**config.mk**
```make
export PLATFORM = sky130hd
export DESIGN_NAME = waterfall_row_writer
export DESIGN_NICKNAME = d
export VERILOG_FILES = /design/src/rtl/waterfall_pkg.sv /design/src/rtl/mag_compress.sv /design/src/rtl/waterfall_row_writer.sv
export SDC_FILE = /design/constraint.sdc
export NUM_CORES = 1
export LEC_CHECK = 0
export ABC_AREA = 0
export CAP_MARGIN = 0
export CORE_MARGIN = 2
export CORE_UTILIZATION = 34
export DETAILED_ROUTE_END_ITERATION = 6
export MAX_ROUTING_LAYER = met4
export SYNTH_ARGS = -nofsm -noshare
export SYNTH_HDL_FRONTEND = slang
export SYNTH_SLANG_ARGS = --single-unit
```
**constraint.sdc**
```tcl
create_clock -name clk -period 1.6 [get_ports clk]
set_input_delay 0.4 -clock clk [delete_from_list [all_inputs] [get_ports clk]]
set_output_delay 0.4 -clock clk [all_outputs]
set_load 0.02 [all_outputs]
```
**src/rtl/waterfall_pkg.sv**
```systemverilog
// rtl/waterfall_pkg.sv - shared widths, defaults and FSM encoding for the waterfall row writer
package waterfall_pkg;

    localparam int DEF_WIDTH = 16;
    localparam int DEF_BINS  = 64;
    localparam int DEF_ROWS  = 32;
    localparam int DEF_PIX_W = 8;
    localparam int BINS_W    = $clog2(DEF_BINS);
    localparam int ROWS_W    = $clog2(DEF_ROWS);

    typedef enum logic {
        ST_ACCEPT  = 1'b0,
        ST_ADVANCE = 1'b1
    } state_t;

endpackage

```
**src/rtl/mag_compress.sv**
```systemverilog
// rtl/mag_compress.sv - combinational magnitude-to-pixel compressor
// Linear saturating map by default; WATERFALL_LOG_SCALE_EN selects the log2 approximation.
module mag_compress #(
    parameter int WIDTH      = 16,
    parameter int PIX_W      = 8,
    parameter int GAIN_SHIFT = 4
) (
    input  logic [WIDTH-1:0] i_mag,
    output logic [PIX_W-1:0] o_pix
);

`ifdef WATERFALL_LOG_SCALE_EN
    localparam int PW = $clog2(WIDTH);
    localparam int HW = PIX_W / 2;

    logic [PW-1:0]    w_p;
    logic [WIDTH-1:0] w_norm;
    logic [HW-1:0]    w_exp;
    logic [HW-1:0]    w_frac;

    always_comb begin
        w_p = '0;
        for (int i = 0; i < WIDTH; i++) begin
            if (i_mag[i]) begin
                w_p = PW'(i);
            end
        end
    end

    // Left-justify so the bits under the MSB line up; short mantissas pad with zeros.
    assign w_norm = i_mag << (WIDTH - 1 - int'(w_p));
    assign w_frac = w_norm[WIDTH-2 -: HW];
    assign w_exp  = HW'(w_p);
    assign o_pix  = {w_exp, w_frac};
`else
    localparam logic [WIDTH-1:0] PIX_MAX = WIDTH'((1 << PIX_W) - 1);

    logic [WIDTH-1:0] w_shifted;

    assign w_shifted = i_mag >> GAIN_SHIFT;
    assign o_pix     = (w_shifted > PIX_MAX) ? {PIX_W{1'b1}} : w_shifted[PIX_W-1:0];
`endif

endmodule

```
**src/rtl/waterfall_row_writer.sv**
```systemverilog
// rtl/waterfall_row_writer.sv - writes compressed FFT magnitudes into a ring of frame-buffer rows
// Build option: WATERFALL_LOG_SCALE_EN (log2 pixel mapping inside mag_compress).
module waterfall_row_writer
    import waterfall_pkg::*;
#(
    parameter int WIDTH      = DEF_WIDTH,
    parameter int BINS       = DEF_BINS,
    parameter int ROWS       = DEF_ROWS,
    parameter int PIX_W      = DEF_PIX_W,
    parameter int GAIN_SHIFT = 4
) (
    input  logic                                 clk,
    input  logic                                 reset,
    input  logic [WIDTH-1:0]                     mag,
    input  logic                                 mag_valid,
    input  logic                                 mag_first,
    output logic                                 mag_ready,
    output logic [$clog2(ROWS)+$clog2(BINS)-1:0] fb_addr,
    output logic [PIX_W-1:0]                     fb_data,
    output logic                                 fb_we,
    output logic [$clog2(ROWS)-1:0]              top_row,
    output logic                                 line_done,
    output logic                                 resync_err
);

    localparam int BW = $clog2(BINS);
    localparam int RW = $clog2(ROWS);

    state_t           r_state;
    logic [BW-1:0]    r_bin_cnt;
    logic [RW-1:0]    r_row_ptr;
    logic [RW-1:0]    r_top_row;
    logic [RW+BW-1:0] r_fb_addr;
    logic [PIX_W-1:0] r_fb_data;
    logic             r_fb_we;
    logic             r_line_done;
    logic             r_resync_err;
    logic             r_mag_ready;

    logic             w_accept;
    logic             w_resync;
    logic             w_last;
    logic [PIX_W-1:0] w_pix;

    mag_compress #(
        .WIDTH      (WIDTH),
        .PIX_W      (PIX_W),
        .GAIN_SHIFT (GAIN_SHIFT)
    ) u_mag_compress (
        .i_mag (mag),
        .o_pix (w_pix)
    );

    assign w_accept = mag_valid && r_mag_ready;
    assign w_resync = w_accept && mag_first && (r_bin_cnt != '0);
    assign w_last   = w_accept && !w_resync && (r_bin_cnt == BW'(BINS - 1));

    always_ff @(posedge clk) begin
        if (reset) begin
            r_state      <= ST_ACCEPT;
            r_bin_cnt    <= '0;
            r_row_ptr    <= '0;
            r_top_row    <= '0;
            r_fb_addr    <= '0;
            r_fb_data    <= '0;
            r_fb_we      <= 1'b0;
            r_line_done  <= 1'b0;
            r_resync_err <= 1'b0;
            r_mag_ready  <= 1'b1;
        end else begin
            r_fb_we      <= 1'b0;
            r_line_done  <= 1'b0;
            r_resync_err <= 1'b0;
            case (r_state)
                ST_ACCEPT: begin
                    if (w_accept) begin
                        r_fb_we   <= 1'b1;
                        r_fb_data <= w_pix;
                        if (w_resync) begin
                            // Restart the current row in place; the ring does not advance.
                            r_fb_addr    <= {r_row_ptr, {BW{1'b0}}};
                            r_bin_cnt    <= BW'(1);
                            r_resync_err <= 1'b1;
                        end else begin
                            r_fb_addr <= {r_row_ptr, r_bin_cnt};
                            r_bin_cnt <= r_bin_cnt + BW'(1);
                        end
                        // Row completion is flagged alongside the final write of the row.
                        if (w_last) begin
                            r_top_row   <= r_row_ptr;
                            r_line_done <= 1'b1;
                            r_mag_ready <= 1'b0;
                            r_state     <= ST_ADVANCE;
                        end
                    end
                end
                ST_ADVANCE: begin
                    r_row_ptr   <= r_row_ptr + RW'(1);
                    r_mag_ready <= 1'b1;
                    r_state     <= ST_ACCEPT;
                end
                default: begin
                    r_state     <= ST_ACCEPT;
                    r_mag_ready <= 1'b1;
                end
            endcase
        end
    end

    assign mag_ready  = r_mag_ready;
    assign fb_addr    = r_fb_addr;
    assign fb_data    = r_fb_data;
    assign fb_we      = r_fb_we;
    assign top_row    = r_top_row;
    assign line_done  = r_line_done;
    assign resync_err = r_resync_err;

endmodule
```
# [After elaboration in Yosys (flattened, before gate mapping)]
# Index checks and enable logic that the tools add are counted.
[totals] register_bits=40 latchBits=0 ramBits=0 romBits=0 out_inout_bits=28 memories=0
[op_classes] add_sub_neg=2 n_mul=0 div_mod_pow=0 n_lt_le_gt_ge=1 eq_ne=3 n_shift=0 muxes=11 bitwise=2 reduce_logical=12
[ops] cell="$gt 12x8->1 const B" count=1
[ops] cell="$mux 6" count=2
[ops] cell="$mux 8" count=1
[ops] cell="$add 6x1->6 const B" count=1
[ops] cell="$eq 6x6->1 const B" count=1
[ops] cell="$mux 1" count=6
[ops] cell="$reduce_bool 6->1" count=1
[ops] cell="$add 5x1->5 const B" count=1
[ops] cell="$logic_and 1x1->1" count=5
[ops] cell="$ne 2x2->1 const B" count=2
[ops] cell="$pmux 1 s2" count=2
[ops] cell="$reduce_and 2->1" count=2
[ops] cell="$reduce_and 3->1" count=1
[ops] cell="$reduce_or 3->1" count=1
[ops] cell="$not 1->1" count=2
[ops] cell="$reduce_or 2->1" count=1
[ops] cell="$logic_not 1->1" count=1

# [Depth between registers and ports, before layout]
# Gate-level depths: netlist of the first run.
[depth] depth_word=9 ltp_mapped=6 depth_no_buf=4

# [By module]
# A second synthesis of the first run with hierarchy kept.
[unflattened] hier_cells=185 hier_area_um2=1672.9
[by_module_without_submodules] module="waterfall_row_writer" n_inst=1 cells_per_inst=176 area_per_inst_um2=1601.5 seq_area_each_um2=780.7
[by_module_without_submodules] module="mag_compress" n_inst=1 cells_per_inst=9 area_per_inst_um2=71.3 seq_area_each_um2=0.0

# [Worst setup path after synthesis of the first run]
# Ideal clock, no wire load.
[synth_timing] kind="register to register" start="register r_state" end="register r_bin_cnt[5]" setup_time_ns=0.086 arrival_time_ns=1.418 required_ns=1.514 slack_ns=0.095 path_stages_with_launch=5 path_buffers=1 path_cell_list="dfxtp_1 -> buf_6 -> nand3b_4 -> or4_4 -> a221oi_2"
[synth_via] elab_chain_len=2
[synth_rtl] element="from (decl)" line="waterfall_row_writer.sv:29" rtl="state_t r_state;"
[synth_rtl] element="from (signal assigned)" line="waterfall_row_writer.sv:60" rtl="r_state <= ST_ACCEPT;"
[synth_rtl] element="from (signal assigned)" line="waterfall_row_writer.sv:93" rtl="r_state <= ST_ADVANCE;"
[synth_rtl] element="from (signal assigned)" line="waterfall_row_writer.sv:100" rtl="r_state <= ST_ACCEPT;"
[synth_rtl] element="$not 1->1 (no source line)"
[synth_rtl] element="$reduce_and 2->1 (no source line)"
[synth_rtl] element="to (signal assigned)" line="waterfall_row_writer.sv:86" rtl="r_bin_cnt <= r_bin_cnt + BW'(1);"
[synth_rtl] element="to (decl)" line="waterfall_row_writer.sv:30" rtl="logic [BW-1:0] r_bin_cnt;"
# Every way passes these cells.
# A chain may end at the register's enable or synchronous reset.

# [Worst setup path after layout of the first run]
[layout_timing] start="register r_mag_ready, in the netlist mag_ready" end="output port mag_ready"
[layout_lines] element="from (decl)" line="waterfall_row_writer.sv:38" rtl="logic r_mag_ready;"
[layout_lines] element="from (signal assigned)" line="waterfall_row_writer.sv:69" rtl="r_mag_ready <= 1'b1;"
[layout_lines] element="from (signal assigned)" line="waterfall_row_writer.sv:92" rtl="r_mag_ready <= 1'b0;"
[layout_lines] element="from (signal assigned)" line="waterfall_row_writer.sv:99" rtl="r_mag_ready <= 1'b1;"
[layout_lines] element="to (decl)" line="waterfall_row_writer.sv:17" rtl="output logic mag_ready,"
# No word-level cell between the ends.

==> results of run 1 <==
==> logic make-up after synthesis <==
logic type                 after synthesis  synth area share
xor gates and xnor gates                 4            0.0228
DFF                                     39             0.509
adders and majority gates                3            0.0245
muxes                                    1           0.00653
AOI/OAI and AO/OA                       39             0.208
and+or+nand+nor                         52             0.184
buffers and inverters                   15            0.0449
==> power by group <==
| group | leakage [uW] | total, uW | internal [uW] | switching [uW] |
|---|---|---|---|---|
| registers | 0.000318 | 1010 | 994 | 13.7 |
| clock network | 0.0000515 | 723 | 393 | 330 |
| logic | 0.000539 | 195 | 97.1 | 97.6 |
| total | 0.000908 | 1930 | 1480 | 441 |
==> cells in the final DEF (no fill, tap or decap), drive strengths merged, types with 3 or more instances in the layout <==
master          n
clkdlybuf4s50  14
nand2          18
o221a           8
dlygate4sd2    28
dfxtp          39
a221oi          4
a22o            5
clkbuf          8
nor2            8
inv             5
ha              3
or3             3
buf            15
xor2            3
nand4           3
nor4            4
nand3           8
a21oi          10
o21ai           4
==> metal layers <==
layer | share of wire | global-route usage
met1 | 0.44 | 0.191
met2 | 0.48 | 0.260
met3 | 0.062 | 0.0513
met4 | 0.017 | 0.0818
met5 | 0 | -
==> state kept, by name, summed over array words and instances (netlist names) <==
register / count
r_state: 1
fb_we: 1
fb_data: 8
resync_err: 1
r_bin_cnt: 6
mag_ready: 1
top_row: 5
r_row_ptr: 5
fb_addr: 11
==> final timing paths <==
kind                                                start                       to  slack [ps]  cells past startpoint
worst min register to register    fb_addr[3]$_SDFFE_PP0P_  fb_addr[3]$_SDFFE_PP0P_         450                      2
worst max register to register  r_bin_cnt[0]$_SDFFE_PP0P_  top_row[4]$_SDFFE_PP0P_         120                      4
worst min-delay path              fb_addr[3]$_SDFFE_PP0P_  fb_addr[3]$_SDFFE_PP0P_         450                      2
worst max-delay path               mag_ready$_SDFFE_PP1P_                mag_ready          80                      1
==> area by class of cell <==
| class | instances | area, um2 |
|---|---|---|
| Fill cell | 421 | 2190 |
| Sequential cell | 39 | 781 |
| Multi-Input combinational cell | 99 | 688 |
| Timing Repair Buffer | 58 | 510 |
| Clock buffer | 8 | 100 |
| Tap cell | 52 | 65.1 |
| Inverter | 5 | 18.8 |
==> stage by stage <==
stage / cell area, um2 / power (uW) / utilization / setup WS, ps
after floorplan: 1530 / 1120 / - / 95.2
after global placement: 2090 / 1230 / 0.480 / -312
after detailed placement: 2090 / 1240 / 0.480 / -344
after CTS: 2160 / 1950 / 0.495 / 7.16
after global routing: 2160 / 2020 / 0.497 / -18.2
final: 2160 / 1930 / 0.497 / 83.2
==> cells in the mapped netlist <==
master,number,area (um2)
sky130_fd_sc_hd__and3b_1,1,8.76
sky130_fd_sc_hd__ha_1,3,37.5
sky130_fd_sc_hd__buf_2,4,20.0
sky130_fd_sc_hd__a22o_1,5,43.8
sky130_fd_sc_hd__o21ai_0,4,20.0
sky130_fd_sc_hd__buf_1,1,3.75
sky130_fd_sc_hd__nor2_1,8,30.0
sky130_fd_sc_hd__o41ai_1,1,8.76
sky130_fd_sc_hd__clkbuf_1,4,15.0
sky130_fd_sc_hd__nor4_1,3,18.8
sky130_fd_sc_hd__nand2_1,18,67.6
sky130_fd_sc_hd__or3_1,3,18.8
sky130_fd_sc_hd__nand2b_1,1,6.26
sky130_fd_sc_hd__nand3b_4,1,20.0
sky130_fd_sc_hd__o31ai_1,2,15.0
sky130_fd_sc_hd__nor4_2,1,12.5
sky130_fd_sc_hd__dfxtp_1,39,781
sky130_fd_sc_hd__buf_6,1,11.3
sky130_fd_sc_hd__nand3_1,8,40.0
sky130_fd_sc_hd__a21oi_1,10,50.1
sky130_fd_sc_hd__a32o_1,1,10.0
sky130_fd_sc_hd__nand4_1,3,18.8
sky130_fd_sc_hd__a221oi_1,3,26.3
sky130_fd_sc_hd__nor3_1,1,5.00
sky130_fd_sc_hd__xnor2_1,1,8.76
sky130_fd_sc_hd__a41oi_2,1,16.3
sky130_fd_sc_hd__inv_1,5,18.8
sky130_fd_sc_hd__a221oi_2,1,15.0
sky130_fd_sc_hd__nand4b_1,1,8.76
sky130_fd_sc_hd__and4_1,1,8.76
sky130_fd_sc_hd__o221a_2,8,90.1
sky130_fd_sc_hd__nand3b_1,1,7.51
sky130_fd_sc_hd__a21o_1,1,7.51
sky130_fd_sc_hd__or4_4,1,11.3
sky130_fd_sc_hd__mux2i_1,1,10.0
sky130_fd_sc_hd__a31oi_1,1,6.26
sky130_fd_sc_hd__xor2_1,3,26.3
sky130_fd_sc_hd__a41o_1,1,10.0
==> repair_timing <==
item	in CTS	in global routing
buffers inserted	0	0
endpoints found under the setup margin	31	3
pin swaps	0	0
gates resized for setup	28	2
==> flow_summary.json, run 1 <==
{
  "viasPerCell": 5.29,
  "ys_types": 38,
  "die_area_um2": 5070,
  "antenna-diode-count": 0,
  "synth.yosys.warnings": 0,
  "synthesis.nets": 176,
  "worstSetupStartpointType": "flip-flop",
  "syn_area_per_cell_um2": 10.0,
  "fp.coreArea_um2": 4350,
  "clock-root-buffer": "sky130_fd_sc_hd__clkbuf_8",
  "crit_buf_inv": 1,
  "first_global_vias": 1401,
  "drt_wl_cell_um": 14.4,
  "drc_violations_left": 0,
  "peakVddDrop_mv": 0.425,
  "synth_sequential_area_ratio": 0.509,
  "critPathMaxFanout": 6,
  "dpl.cell_count": 253,
  "grt_pass1_wl_um": 6420,
  "cts.clk_slew.worst_paths_ps": 70,
  "worst_pin_slew_ps": 467,
  "drtAntennaViolNets": 0,
  "crit_type": "flip-flop to output pin",
  "maximum_number_of_pins_on_one_net_before_global_route_repair": 14,
  "grtUsageTotal": 0.166,
  "cpLargestDelayFamily": "flip-flops",
  "area.growth.synth_to_final_pct": 41.0,
  "number_of_failing_hold_endpoints_at_the_final_stage": 0,
  "ios": 48,
  "highest_clock_rate_mhz": 659,
  "worstSetupEndpointType": "output pin",
  "max_stage_delay_ps": 450,
  "fin_crit_sh": 0.948,
  "detailedRoute.firstIterationViolations": 96,
  "critical-path-slowest-cell": "sky130_fd_sc_hd__dfxtp_1",
  "result_of_the_run": "finished clean",
  "final_setup_violations": 0,
  "timing.setup.tns_ps": 0,
  "fin_nets": 231,
  "final_period_minus_worst_setup_slack_ps": 1520,
  "weighted_congestion_reported_at_the_end_of_routability_driven_placement": 0.805,
  "powerDensity_nw_per_um2": 890,
  "initial_antenna_violation_count": 0,
  "postRouteWirelength_um": 3760,
  "clock_sinks": 39,
  "routed-via-count": 1380,
  "report.final.slew_viol_count": 0,
  "drv_cap": 0,
  "timing.critical_path.arrival_ps": 1120,
  "clock_tree_from_tritoncts": "done",
  "fin_worst_skew_ps": 1.38,
  "netlist_instances": 153,
  "finish.cell_count_without_fillers": 261,
  "number_of_flip_flops_and_latches_in_the_synthesized_netlist": 39,
  "grt-ovfl-total": 0,
  "port_buffers": 43,
  "cts-buffers-inserted": 5,
  "hpwlAfterDp_um": 2770,
  "critical_path_required_ps": 1200,
  "cts_hold_bufs": 0,
  "tightest_hold_margin_ps": 449,
  "timing.max_slew.rel_slack": 0.686,
  "row_count": 24,
  "detailedRoute.firstPassIterationCount": 4,
  "ctsHtreeMaxLevel": 2,
  "clock_insertion_delay_worst_skew_ps": 290,
  "hp-class": "flip-flop to flip-flop",
  "crit_chain": "dlygate4sd2_1",
  "post_route_cells_drive_above_1_share": 0.172,
  "max-clock-path-buffers": 2,
  "synthesis.area_um2": 1530,
  "dieWidth_um": 71.2,
  "p_leak_uw": 0.000908,
  "die-height_um": 71.2,
  "initial_utilization": 0.352
}
(Power assumes the default switching activity.)
==> inputs of run 2 (changes only) <==
--- a/config.mk
+++ b/config.mk
@@ -11,6 +11,7 @@
 export CORE_UTILIZATION = 34
 export DETAILED_ROUTE_END_ITERATION = 6
 export MAX_ROUTING_LAYER = met4
+export SKIP_LAST_GASP = 1
 export SYNTH_ARGS = -nofsm -noshare
 export SYNTH_HDL_FRONTEND = slang
 export SYNTH_SLANG_ARGS = --single-unit
==> constraint.sdc (replaced) <==
create_clock -name clk -period 1.3 [get_ports clk]
set_input_delay 0.325 -clock clk [delete_from_list [all_inputs] [get_ports clk]]
set_output_delay 0.325 -clock clk [all_outputs]
set_load 0.02 [all_outputs]
==> run 2 against run 1 <==
  * The flow now finishes with violations (negative setup slack)
  * First-iteration DRC count down 51%
  * Non-clock buffer count up 17
  * Critical path depth up 3
  * Largest cell class is now multi-input combinational cells
  * Largest power group unchanged
  * Die area unchanged
  * Highest routed layer unchanged
  * Sequential power is 22% higher
  * Critical path type is now flip-flop to flip-flop
  * Critical endpoint is now r_bin_cnt[5]$_SDFFE_PP0P_
  * Flip-flop and latch count did not move
  * Clock power grew 45%
==> flow_summary.json, run 2 (synthesized netlist as in run 1, its figures left out) <==
{
  "result_of_the_run": "finished with violations",
  "detailedRoute.firstPassIterationCount": 4,
  "postRouteWirelength_um": 4530,
  "drtAntennaViolNets": 0,
  "nFillCells": 360,
  "rsz0062_at_grt": "true",
  "weighted_congestion_reported_at_the_end_of_routability_driven_placement": 0.909,
  "detailedRoute.firstIterationViolations": 47,
  "fin_nets": 249,
  "die_area_um2": 5070,
  "tightest_hold_margin_ps": 454,
  "critPathMaxFanout": 4,
  "worstSetupEndpointType": "flip-flop",
  "mostFrequentLayoutCells": "sky130_fd_sc_hd__dfxtp_1 (31), sky130_fd_sc_hd__buf_4 (25), sky130_fd_sc_hd__nand2_1 (16)",
  "clock_insertion_delay_worst_skew_ps": 290,
  "worst_case_setup_margin_in_the_final_layout_ps": -65.7,
  "power_uw": 2590,
  "final_period_minus_worst_setup_slack_ps": 1370,
  "hpwlAfterDp_um": 2890,
  "fp.coreArea_um2": 4350,
  "timing.critical_path.arrival_ps": 1570,
  "initial_antenna_violation_count": 0,
  "powerDensity_nw_per_um2": 1040,
  "drc_violations_left": 0,
  "grt_pass1_wl_um": 7020,
  "dieWidth_um": 71.2,
  "crit_type": "flip-flop to flip-flop",
  "ff_latch_area_um2": 806,
  "post_route_cells_drive_above_1_share": 0.423,
  "worstSetupStartpointType": "flip-flop",
  "clock_tree_from_tritoncts": "done",
  "port_buffers": 43,
  "first_global_vias": 1483,
  "p_leak_uw": 0.000990,
  "cts-buffers-inserted": 5,
  "place_worst_setup_slack_ps": -533,
  "fin_worst_skew_ps": 7.80,
  "crit_chain": "buf_6, nand3_4, or4_4, a221oi_2",
  "viasPerCell": 5.41,
  "largest_register_ffs": 11,
  "layout.cells.most_common": "sky130_fd_sc_hd__dfxtp_1",
  "routed-via-count": 1508,
  "crit_start": "r_bin_cnt[0]$_SDFFE_PP0P_",
  "antenna-diode-count": 0,
  "max_stage_delay_ps": 480,
  "maximum_number_of_pins_on_one_net_before_global_route_repair": 14,
  "timing.max_slew.rel_slack": 0.786,
  "grt-ovfl-total": 0,
  "ios": 48,
  "clock_sinks": 39,
  "worst_pin_slew_ps": 318,
  "grtUsageTotal": 0.181,
  "hp-class": "flip-flop to flip-flop",
  "ctsHtreeMaxLevel": 2,
  "cts.clk_slew.worst_paths_ps": 80,
  "final_setup_violations": 3,
  "area.growth.synth_to_final_pct": 62.2,
  "die-height_um": 71.2,
  "row_count": 24,
  "peakVddDrop_mv": 0.586,
  "timing.reg2reg.worst_path_depth": 4,
  "drv_cap": 0,
  "highest_clock_rate_mhz": 732,
  "number_of_failing_hold_endpoints_at_the_final_stage": 0,
  "timing.setup.tns_ps": -150,
  "initial_utilization": 0.352,
  "failed_checks": "negative setup slack",
  "multi_input_logic_area_um2": 860,
  "timing.rr.start": "r_bin_cnt[0]$_SDFFE_PP0P_",
  "clock-root-buffer": "sky130_fd_sc_hd__clkbuf_8",
  "r2r_setup_slack_ps": -70,
  "critical_path_required_ps": 1500,
  "crit-reg2reg-capture": "r_bin_cnt[5]$_SDFFE_PP0P_",
  "utilization": 0.571,
  "drt_wl_cell_um": 16.2,
  "fin_crit_sh": 1.05,
  "max-clock-path-buffers": 2,
  "critical-path-slowest-cell": "sky130_fd_sc_hd__or4_4",
  "report.final.slew_viol_count": 0,
  "critical_path_destination": "r_bin_cnt[5]$_SDFFE_PP0P_"
}
-- run 2: cell types whose count changed in the layout (fill, tap and decap cells not counted), sizes merged --
cell and change:
clkdlybuf4s15 +11, clkdlybuf4s50 -4, bufinv +1, buf +17, nand3b +1, dlymetal6s2s +1, clkinv +1, clkbuf +13
dlygate4sd2 -23
-- run 2: how the worst min path moves through the flow --
stage	cells after the start	endpoint	start	slack (ps)
floorplan	2	fb_addr[10]$_SDFFE_PP0P_	r_row_ptr[4]$_SDFFE_PP0P_	460
global placement	2	fb_addr[2]$_SDFFE_PP0P_	fb_addr[2]$_SDFFE_PP0P_	450
detailed placement	2	fb_addr[7]$_SDFFE_PP0P_	fb_addr[7]$_SDFFE_PP0P_	450
CTS	2	fb_addr[4]$_SDFFE_PP0P_	fb_addr[4]$_SDFFE_PP0P_	460
global route	2	fb_addr[4]$_SDFFE_PP0P_	fb_addr[4]$_SDFFE_PP0P_	490
finish	2	fb_addr[4]$_SDFFE_PP0P_	fb_addr[4]$_SDFFE_PP0P_	450
-- run 2: timing repair --
| action | 4_1_cts | 5_1_grt |
|---|---|---|
| hold buffers | 0 | 0 |
| pin swaps | 17 | 16 |
| buffers inserted | 1 | 3 |
| cloned | 0 | 1 |
| setup endpoints to repair | 60 | 48 |
| gates resized for setup | 60 | 59 |
-- run 2: cell type report --
class | instances | share of cell area
clock buffers | 6 | 0.0332
inverters | 5 | 0.00755
repair buffers | 75 | 0.249
flip-flops and latches | 39 | 0.324
clock inverters | 2 | 0.0141
multi-input cells | 100 | 0.346
well taps | 52 | 0.0262
-- run 2: critical path, delay by kind of cell (launching register included) --
family / cells / cell delay (ps)
simple gates: 2 / 550
buf+inv: 1 / 120
flops: 1 / 370
compound gates: 1 / 240
-- run 2: report_power, final --
| group | switching (uW) | total (uW) | leakage [uW] | internal [uW] |
|---|---|---|---|---|
| logic | 155 | 309 | 0.000606 | 154 |
| registers | 19.6 | 1230 | 0.000322 | 1210 |
| clock network | 431 | 1050 | 0.0000612 | 621 |
| total | 605 | 2590 | 0.000990 | 1990 |
-- run 2: per-stage QoR --
stage | instance area, um2 | std cells
2_1_floorplan | 1540 | 153
3_3_place_gp | 2200 | 267
3_5_place_dp | 2200 | 267
4_1_cts | 2380 | 276
5_1_grt | 2490 | 279
6_report | 2490 | 279
-- run 2: metal layers --
layer | global-route usage | wire, um | vias to the layer above
met1 | 0.205 | 1850 | 726
met4 | 0.0629 | 103 | 0
met3 | 0.0470 | 268 | 11
met5 | - | 0 | -
met2 | 0.308 | 2300 | 57
li1 | - | - | 714
